[src/rtl/axi4s_drv_pkg.sv]
// Shared types and helpers for the AXI4-Stream operand/result driver.
package axi4s_drv_pkg;
  typedef enum logic [1:0] {IDLE = 2'd0, SEND = 2'd1, DROP = 2'd2, RECV = 2'd3} drv_state_t;

  function automatic int beats(input int sz, input int dsz);
    return 2 * sz / dsz;
  endfunction
endpackage

[src/rtl/stream_tx_shifter.sv]
// Parallel-load shift register that serialises {b,a} into DSZ-bit beats, LSB first.
module stream_tx_shifter
  import axi4s_drv_pkg::*;
#(
  parameter int SZ  = 32,
  parameter int DSZ = 8
) (
  input  logic            clk,
  input  logic            _rst,
  input  logic            i_load,
  input  logic [2*SZ-1:0] i_data,
  input  logic            i_tready,
  output logic [DSZ-1:0]  o_tdata,
  output logic            o_tvalid,
  output logic            o_tlast,
  output logic            o_done
);
  localparam int N  = beats(SZ, DSZ);
  localparam int CW = $clog2(N) + 1;

  logic [2*SZ-1:0] r_sh;
  logic [CW-1:0]   r_cnt;
  logic [DSZ-1:0]  r_tdata;
  logic            r_tvalid;
  logic            r_tlast;
  logic            w_hs;

  assign w_hs     = r_tvalid & i_tready;
  assign o_done   = w_hs & r_tlast;
  assign o_tdata  = r_tdata;
  assign o_tvalid = r_tvalid;
  assign o_tlast  = r_tlast;

  // Beat 0 is presented straight from the load; the remainder shifts down.
  always_ff @(posedge clk or negedge _rst) begin
    if (!_rst) begin
      r_sh     <= '0;
      r_cnt    <= '0;
      r_tdata  <= '0;
      r_tvalid <= 1'b0;
      r_tlast  <= 1'b0;
    end else if (i_load) begin
      r_tdata  <= i_data[DSZ-1:0];
      r_sh     <= i_data >> DSZ;
      r_cnt    <= '0;
      r_tvalid <= 1'b1;
      r_tlast  <= (N == 1);
    end else if (w_hs) begin
      if (r_tlast) begin
        r_tdata  <= '0;
        r_tvalid <= 1'b0;
        r_tlast  <= 1'b0;
      end else begin
        r_tdata <= r_sh[DSZ-1:0];
        r_sh    <= r_sh >> DSZ;
        r_cnt   <= r_cnt + 1'b1;
        r_tlast <= (r_cnt == CW'(N - 2));
      end
    end
  end
endmodule

[src/rtl/axi4_stream_master_driver.sv]
// AXI4-Stream initiator: sends {b,a} as one frame, drops stale result frames, assembles the next one.
module axi4_stream_master_driver
  import axi4s_drv_pkg::*;
#(
  parameter int SZ      = 32,
  parameter int DSZ     = 8,
  parameter int DISCARD = 1
) (
  input  logic            clk,
  input  logic            _rst,
  input  logic            start,
  input  logic [SZ-1:0]   a,
  input  logic [SZ-1:0]   b,
  output logic            busy,
  output logic [2*SZ-1:0] res,
  output logic            res_valid,
  output logic            err,
  output logic [DSZ-1:0]  tdata_to_slave,
  output logic            tvalid_to_slave,
  input  logic            tready_to_slave,
  output logic            tlast_to_slave,
  input  logic [DSZ-1:0]  tdata_to_master,
  input  logic            tvalid_to_master,
  output logic            tready_to_master,
  input  logic            tlast_to_master
);
  localparam int N  = beats(SZ, DSZ);
  localparam int KW = $clog2(N) + 1;
  localparam int DW = $clog2(DISCARD + 1) + 1;

  drv_state_t      r_state;
  logic            r_busy, r_err, r_res_valid, r_tready_m;
  logic [2*SZ-1:0] r_res, r_shadow;
  logic [KW-1:0]   r_k;
  logic [DW-1:0]   r_drop;

  logic            w_load, w_tx_done, w_rx_hs;
  logic [2*SZ-1:0] w_shadow;

  // busy is still high in the res_valid cycle, which makes start ignored there.
  assign w_load  = (r_state == IDLE) & start & ~r_busy;
  assign w_rx_hs = tvalid_to_master & r_tready_m;

  always_comb begin
    w_shadow = r_shadow;
    w_shadow[r_k*DSZ +: DSZ] = tdata_to_master;
  end

  stream_tx_shifter #(.SZ(SZ), .DSZ(DSZ)) u_tx (
    .clk      (clk),
    ._rst     (_rst),
    .i_load   (w_load),
    .i_data   ({b, a}),
    .i_tready (tready_to_slave),
    .o_tdata  (tdata_to_slave),
    .o_tvalid (tvalid_to_slave),
    .o_tlast  (tlast_to_slave),
    .o_done   (w_tx_done)
  );

  always_ff @(posedge clk or negedge _rst) begin
    if (!_rst) begin
      r_state     <= IDLE;
      r_busy      <= 1'b0;
      r_err       <= 1'b0;
      r_res_valid <= 1'b0;
      r_tready_m  <= 1'b0;
      r_res       <= '0;
      r_shadow    <= '0;
      r_k         <= '0;
      r_drop      <= '0;
    end else begin
      case (r_state)
        IDLE: begin
          if (r_res_valid) begin
            r_res_valid <= 1'b0;
            r_busy      <= 1'b0;
          end else if (start) begin
            r_busy  <= 1'b1;
            r_err   <= 1'b0;
            r_state <= SEND;
          end
        end
        SEND: begin
          if (w_tx_done) begin
            r_tready_m <= 1'b1;
            r_k        <= '0;
            r_drop     <= '0;
            r_state    <= (DISCARD == 0) ? RECV : DROP;
          end
        end
        DROP: begin
          if (w_rx_hs && tlast_to_master) begin
            if (r_drop == DW'(DISCARD - 1)) r_state <= RECV;
            else r_drop <= r_drop + 1'b1;
          end
        end
        RECV: begin
          if (w_rx_hs) begin
            r_shadow <= w_shadow;
            if (tlast_to_master) begin
              if (r_k == KW'(N - 1)) begin
                r_res       <= w_shadow;
                r_res_valid <= 1'b1;
                r_tready_m  <= 1'b0;
                r_state     <= IDLE;
              end else begin
                r_err <= 1'b1;
                r_k   <= '0;
              end
            end else if (r_k == KW'(N - 1)) begin
              // Overlong frame: flag it and resync on the following frame.
              r_err <= 1'b1;
              r_k   <= '0;
            end else begin
              r_k <= r_k + 1'b1;
            end
          end
        end
        default: r_state <= IDLE;
      endcase
    end
  end

  assign busy             = r_busy;
  assign err              = r_err;
  assign res_valid        = r_res_valid;
  assign res              = r_res;
  assign tready_to_master = r_tready_m;
endmodule

[config.mk]
export PLATFORM = sky130hd
export DESIGN_NAME = axi4_stream_master_driver
export DESIGN_NICKNAME = d
export VERILOG_FILES = /design/src/rtl/axi4s_drv_pkg.sv /design/src/rtl/stream_tx_shifter.sv /design/src/rtl/axi4_stream_master_driver.sv
export SDC_FILE = /design/constraint.sdc
export NUM_CORES = 1
export LEC_CHECK = 0
export ABC_CLOCK_PERIOD_IN_PS = 2400
export CORE_MARGIN = 3
export CORE_UTILIZATION = 48
export CTS_CLUSTER_DIAMETER = 200
export DETAILED_ROUTE_END_ITERATION = 6
export MAX_ROUTING_LAYER = met4
export PLACE_DENSITY = 0.86
export SLEW_MARGIN = 20
export SYNTH_ARGS = -nofsm -noshare
export SYNTH_HDL_FRONTEND = slang
export SYNTH_SLANG_ARGS = --single-unit
[constraint.sdc]
create_clock -name clk -period 2.4 [get_ports clk]
set_clock_uncertainty 0.15 [all_clocks]
set_input_delay 0.48 -clock clk [delete_from_list [all_inputs] [get_ports clk]]
set_output_delay 0.48 -clock clk [all_outputs]
set_load 0.1 [all_outputs]
==> results.ini <==
[run_status]
status = complete, but fails checks
violations = design-rule violations

[timing]
rsz0062_at_grt = no
fin_crit_ns = 2.287
setup_viol_count_final = 0
fin_crit_sh = 0.9531
tightest_slew_ns = 0.5786
fmax_ghz = 0.4372
finalMaxSlewViolations = 0
setup_tns_ns = 0
setup_slack_ns = 0.1126
relSlewSlack = 0.6143
hold_viol_final = 0
holdWs_ns = 0.3247

[synthesis]
synthCells = 801
synth_seq_cells = 210
yosys.cell_types.count = 53
synth_nets = 890
syn_avg_cell_area_um2 = 11.55
synth_edf_count = 0
synth_ff_type = dfrtp_1
async_flop_share = 1.000
synthesis.area_um2 = 9253
ys_seq_area_frac = 0.5680
ys_warn_count = 0

[die]
core_region_area_um2 = 18830
die_w_um = 144.8
die_h_um = 144.8
io_pins = 156
die-area_um2 = 20980
initial_core_util = 0.4914
rows = 50

[setup_path]
worstReg2RegEnd = res[36]$_DFFE_PN0P_
cp-end-kind = flip-flop
cp_slowest_cell = or4b_4
r2r_slack_ns = 0.11
cp.required_ns = 2.63
path_cells = inv_1 -> ha_4 -> or4b_4 -> nor3_4 -> buf_12 -> mux2i_2 -> o21ai_1
start_kind = flip-flop
critPathMaxFanout = 8
cpPeakStageDelay_ns = 0.53
reg2reg_from = r_k[0]$_DFFE_PN0P_
ff2ff_path_depth = 7
crit_type = flip-flop to flip-flop
cp.arrival_ns = 2.52

[placement]
hpwlAfterDp_mm = 15.75
placedInstanceArea_um2 = 11240
place_ws_ns = -0.1665
gp_congestion = 0.8631
portBuffers = 155

[routing]
ant_nets = 0
drc_errors = 18
drtIter0Drc = 662
vias_per_cell = 5.540
avgRoutedWirePerCell_um = 17.97
num_vias = 6969
first_pass_iters = 7
routed_wl_mm = 22.61

[power_and_ir_drop]
ir_drop_mv = 0.5539
p_total_mw = 7.570
p_leak_nw = 6.062
pwr_density_cell_nw_per_um2 = 626.3

[clock_network]
cts_num_sinks = 210
cts_made_buffers = 23
root_buffer = clkbuf_16
ctsLongestPathBuffers = 3
insertion_delay_ns = 0.50
cts_max_level = 1
cts_tree = yes
clkSlewWorstSetupHoldPaths_ns = 0.07

[cells_and_area]
drive_gt1_frac = 0.2655
diodes = 0
nets = 1071
postLayoutCellArea_um2 = 12090
area_growth_syn_to_layout_pct = 30.63

[grt]
antenna_found_initial = 0
grt_busiest_layer = met2
grt-ovfl-total = 0
gr-usage-all-layers = 0.2202
grt_use_met2 = 0.3706
grt_max_degree = 68
met1_usage = 0.2683
grt_pass1_wl_mm = 35.95
use_met3 = 0.05389
grt_pass1_vias = 7005

[worst_hold_path]
hold_end = res[7]$_DFFE_PN0P_
min_from = res[7]$_DFFE_PN0P_
hp-class = flip-flop to flip-flop
min_delay_path_depth = 2

[flow_run]
maxCapViolCount = 0

critical path, delay by kind of cell, from the launching register on:
family                   cells  cell delay (ns)
AO/OA/AOI/OAI                1             0.08
adder cells (fa/ha/maj)      1             0.24
buffers and inverters        2             0.29
flip-flops                   1             0.41
multiplexers                 1             0.25
AND/OR/NAND/NOR              2             0.74
power breakdown:
group | leakage, nW | switching (mW) | internal [mW] | total [mW]
clock network | 0.405 | 1.38 | 2.37 | 3.75
registers | 2.91 | 0 | 3.54 | 3.54
logic | 2.74 | 0.139 | 0.142 | 0.281
total | 6.06 | 1.52 | 6.05 | 7.57
cell type report:
cell class | count | area [um2]
Timing Repair Buffer | 209 | 1856
Inverter | 59 | 221.5
Sequential cell | 210 | 5258
Clock inverter | 10 | 152.6
Fill cell | 1401 | 6744
Multi-Input combinational cell | 479 | 3608
Clock buffer | 31 | 665.6
Tap cell | 260 | 325.3
through the flow:
step	utilization	instances
3_3_place_gp	0.5967	1215
4_1_cts	0.6407	1257
2_1_floorplan	-	801
5_1_grt	0.6419	1258
3_5_place_dp	0.5967	1215
6_report	0.6419	1258
cells by family (layout without fill, tap and decap cells):
kind of cell / Yosys count / in the layout / share of synthesized area
simple gates: 197 / 197 / 0.1093
xor+xnor: 3 / 3 / 0.002840
flops: 210 / 210 / 0.5680
compound gates: 152 / 152 / 0.1224
mux: 116 / 116 / 0.1344
buf+inv: 112 / 309 / 0.04828
fa+ha+maj: 11 / 11 / 0.01487
cells in the final DEF, fill, tap and decap left out, types with 4 or more instances in the layout:
cell type,n
clkbuf_8,7
a21oi_1,4
mux2i_1,48
inv_1,59
nand4_1,9
clkbuf_16,23
o211ai_1,8
o21ai_0,47
nor2_1,8
mux2_2,65
bufinv_16,4
clkinv_2,5
or3_1,4
and3_1,8
clkdlybuf4s50_1,76
nand2_1,115
a22o_1,12
a21oi_2,4
and2_1,10
dfrtp_1,208
buf_4,124
o21ai_1,9
ha_1,10
a222oi_1,49
nand2b_1,4
buf_12,7
nand3_1,4
a22oi_1,9
and2_0,4
cells in the mapped netlist, types with 6 or more instances:
| cell type | number | area share |
|---|---|---|
| and2_1 | 10 | 0.0068 |
| buf_2 | 6 | 0.0032 |
| buf_1 | 8 | 0.0032 |
| o21ai_1 | 9 | 0.0049 |
| nor2_1 | 8 | 0.0032 |
| a22o_1 | 12 | 0.011 |
| nand2_1 | 115 | 0.047 |
| dfrtp_1 | 210 | 0.57 |
| nand4_1 | 9 | 0.0061 |
| a222oi_1 | 49 | 0.053 |
| and3_1 | 8 | 0.0054 |
| mux2i_1 | 50 | 0.054 |
| inv_1 | 59 | 0.024 |
| o21ai_0 | 47 | 0.025 |
| o211ai_1 | 8 | 0.0065 |
| clkbuf_1 | 36 | 0.015 |
| ha_1 | 11 | 0.015 |
| mux2_2 | 65 | 0.079 |
| a22oi_1 | 9 | 0.0073 |
per-layer routing:
metal,vias to the layer above,wire length (um)
li1,3227,-
met1,3427,9155
met2,272,11090
met3,43,1868
met4,0,492
met5,-,0
state kept, by name (all words and copies together), names as in the netlist, 2 cells and up:
signal	flops
u_tx.r_cnt	4
r_drop	2
r_state	2
r_shadow	64
u_tx.o_tdata	8
r_k	4
u_tx.r_sh	56
res	64
how the worst max path moves through the flow:
stage / from / endpoint / slack (ns)
after floorplan: r_k[0]$_DFFE_PN0P_ / res[32]$_DFFE_PN0P_ / -0.08
after global placement: tvalid_to_master / r_shadow[13]$_DFFE_PN0P_ / -0.14
after detailed placement: start / u_tx.o_tdata[5]$_DFFE_PN0P_ / -0.17
after CTS: r_k[0]$_DFFE_PN0P_ / r_shadow[6]$_DFFE_PN0P_ / 0.05
after global routing: r_k[0]$_DFFE_PN0P_ / r_shadow[45]$_DFFE_PN0P_ / 0.009
final: r_k[0]$_DFFE_PN0P_ / res[36]$_DFFE_PN0P_ / 0.11
what timing repair did:
action | 4_1_cts | 5_1_grt
setup endpoints to repair | 0 | 27
resized for setup | 0 | 4
endpoints found under the hold margin | 43 | 0
hold buffers | 1 | 0
setup buffers | 0 | 1
Note: power is estimated with default switching activity, not from simulation.
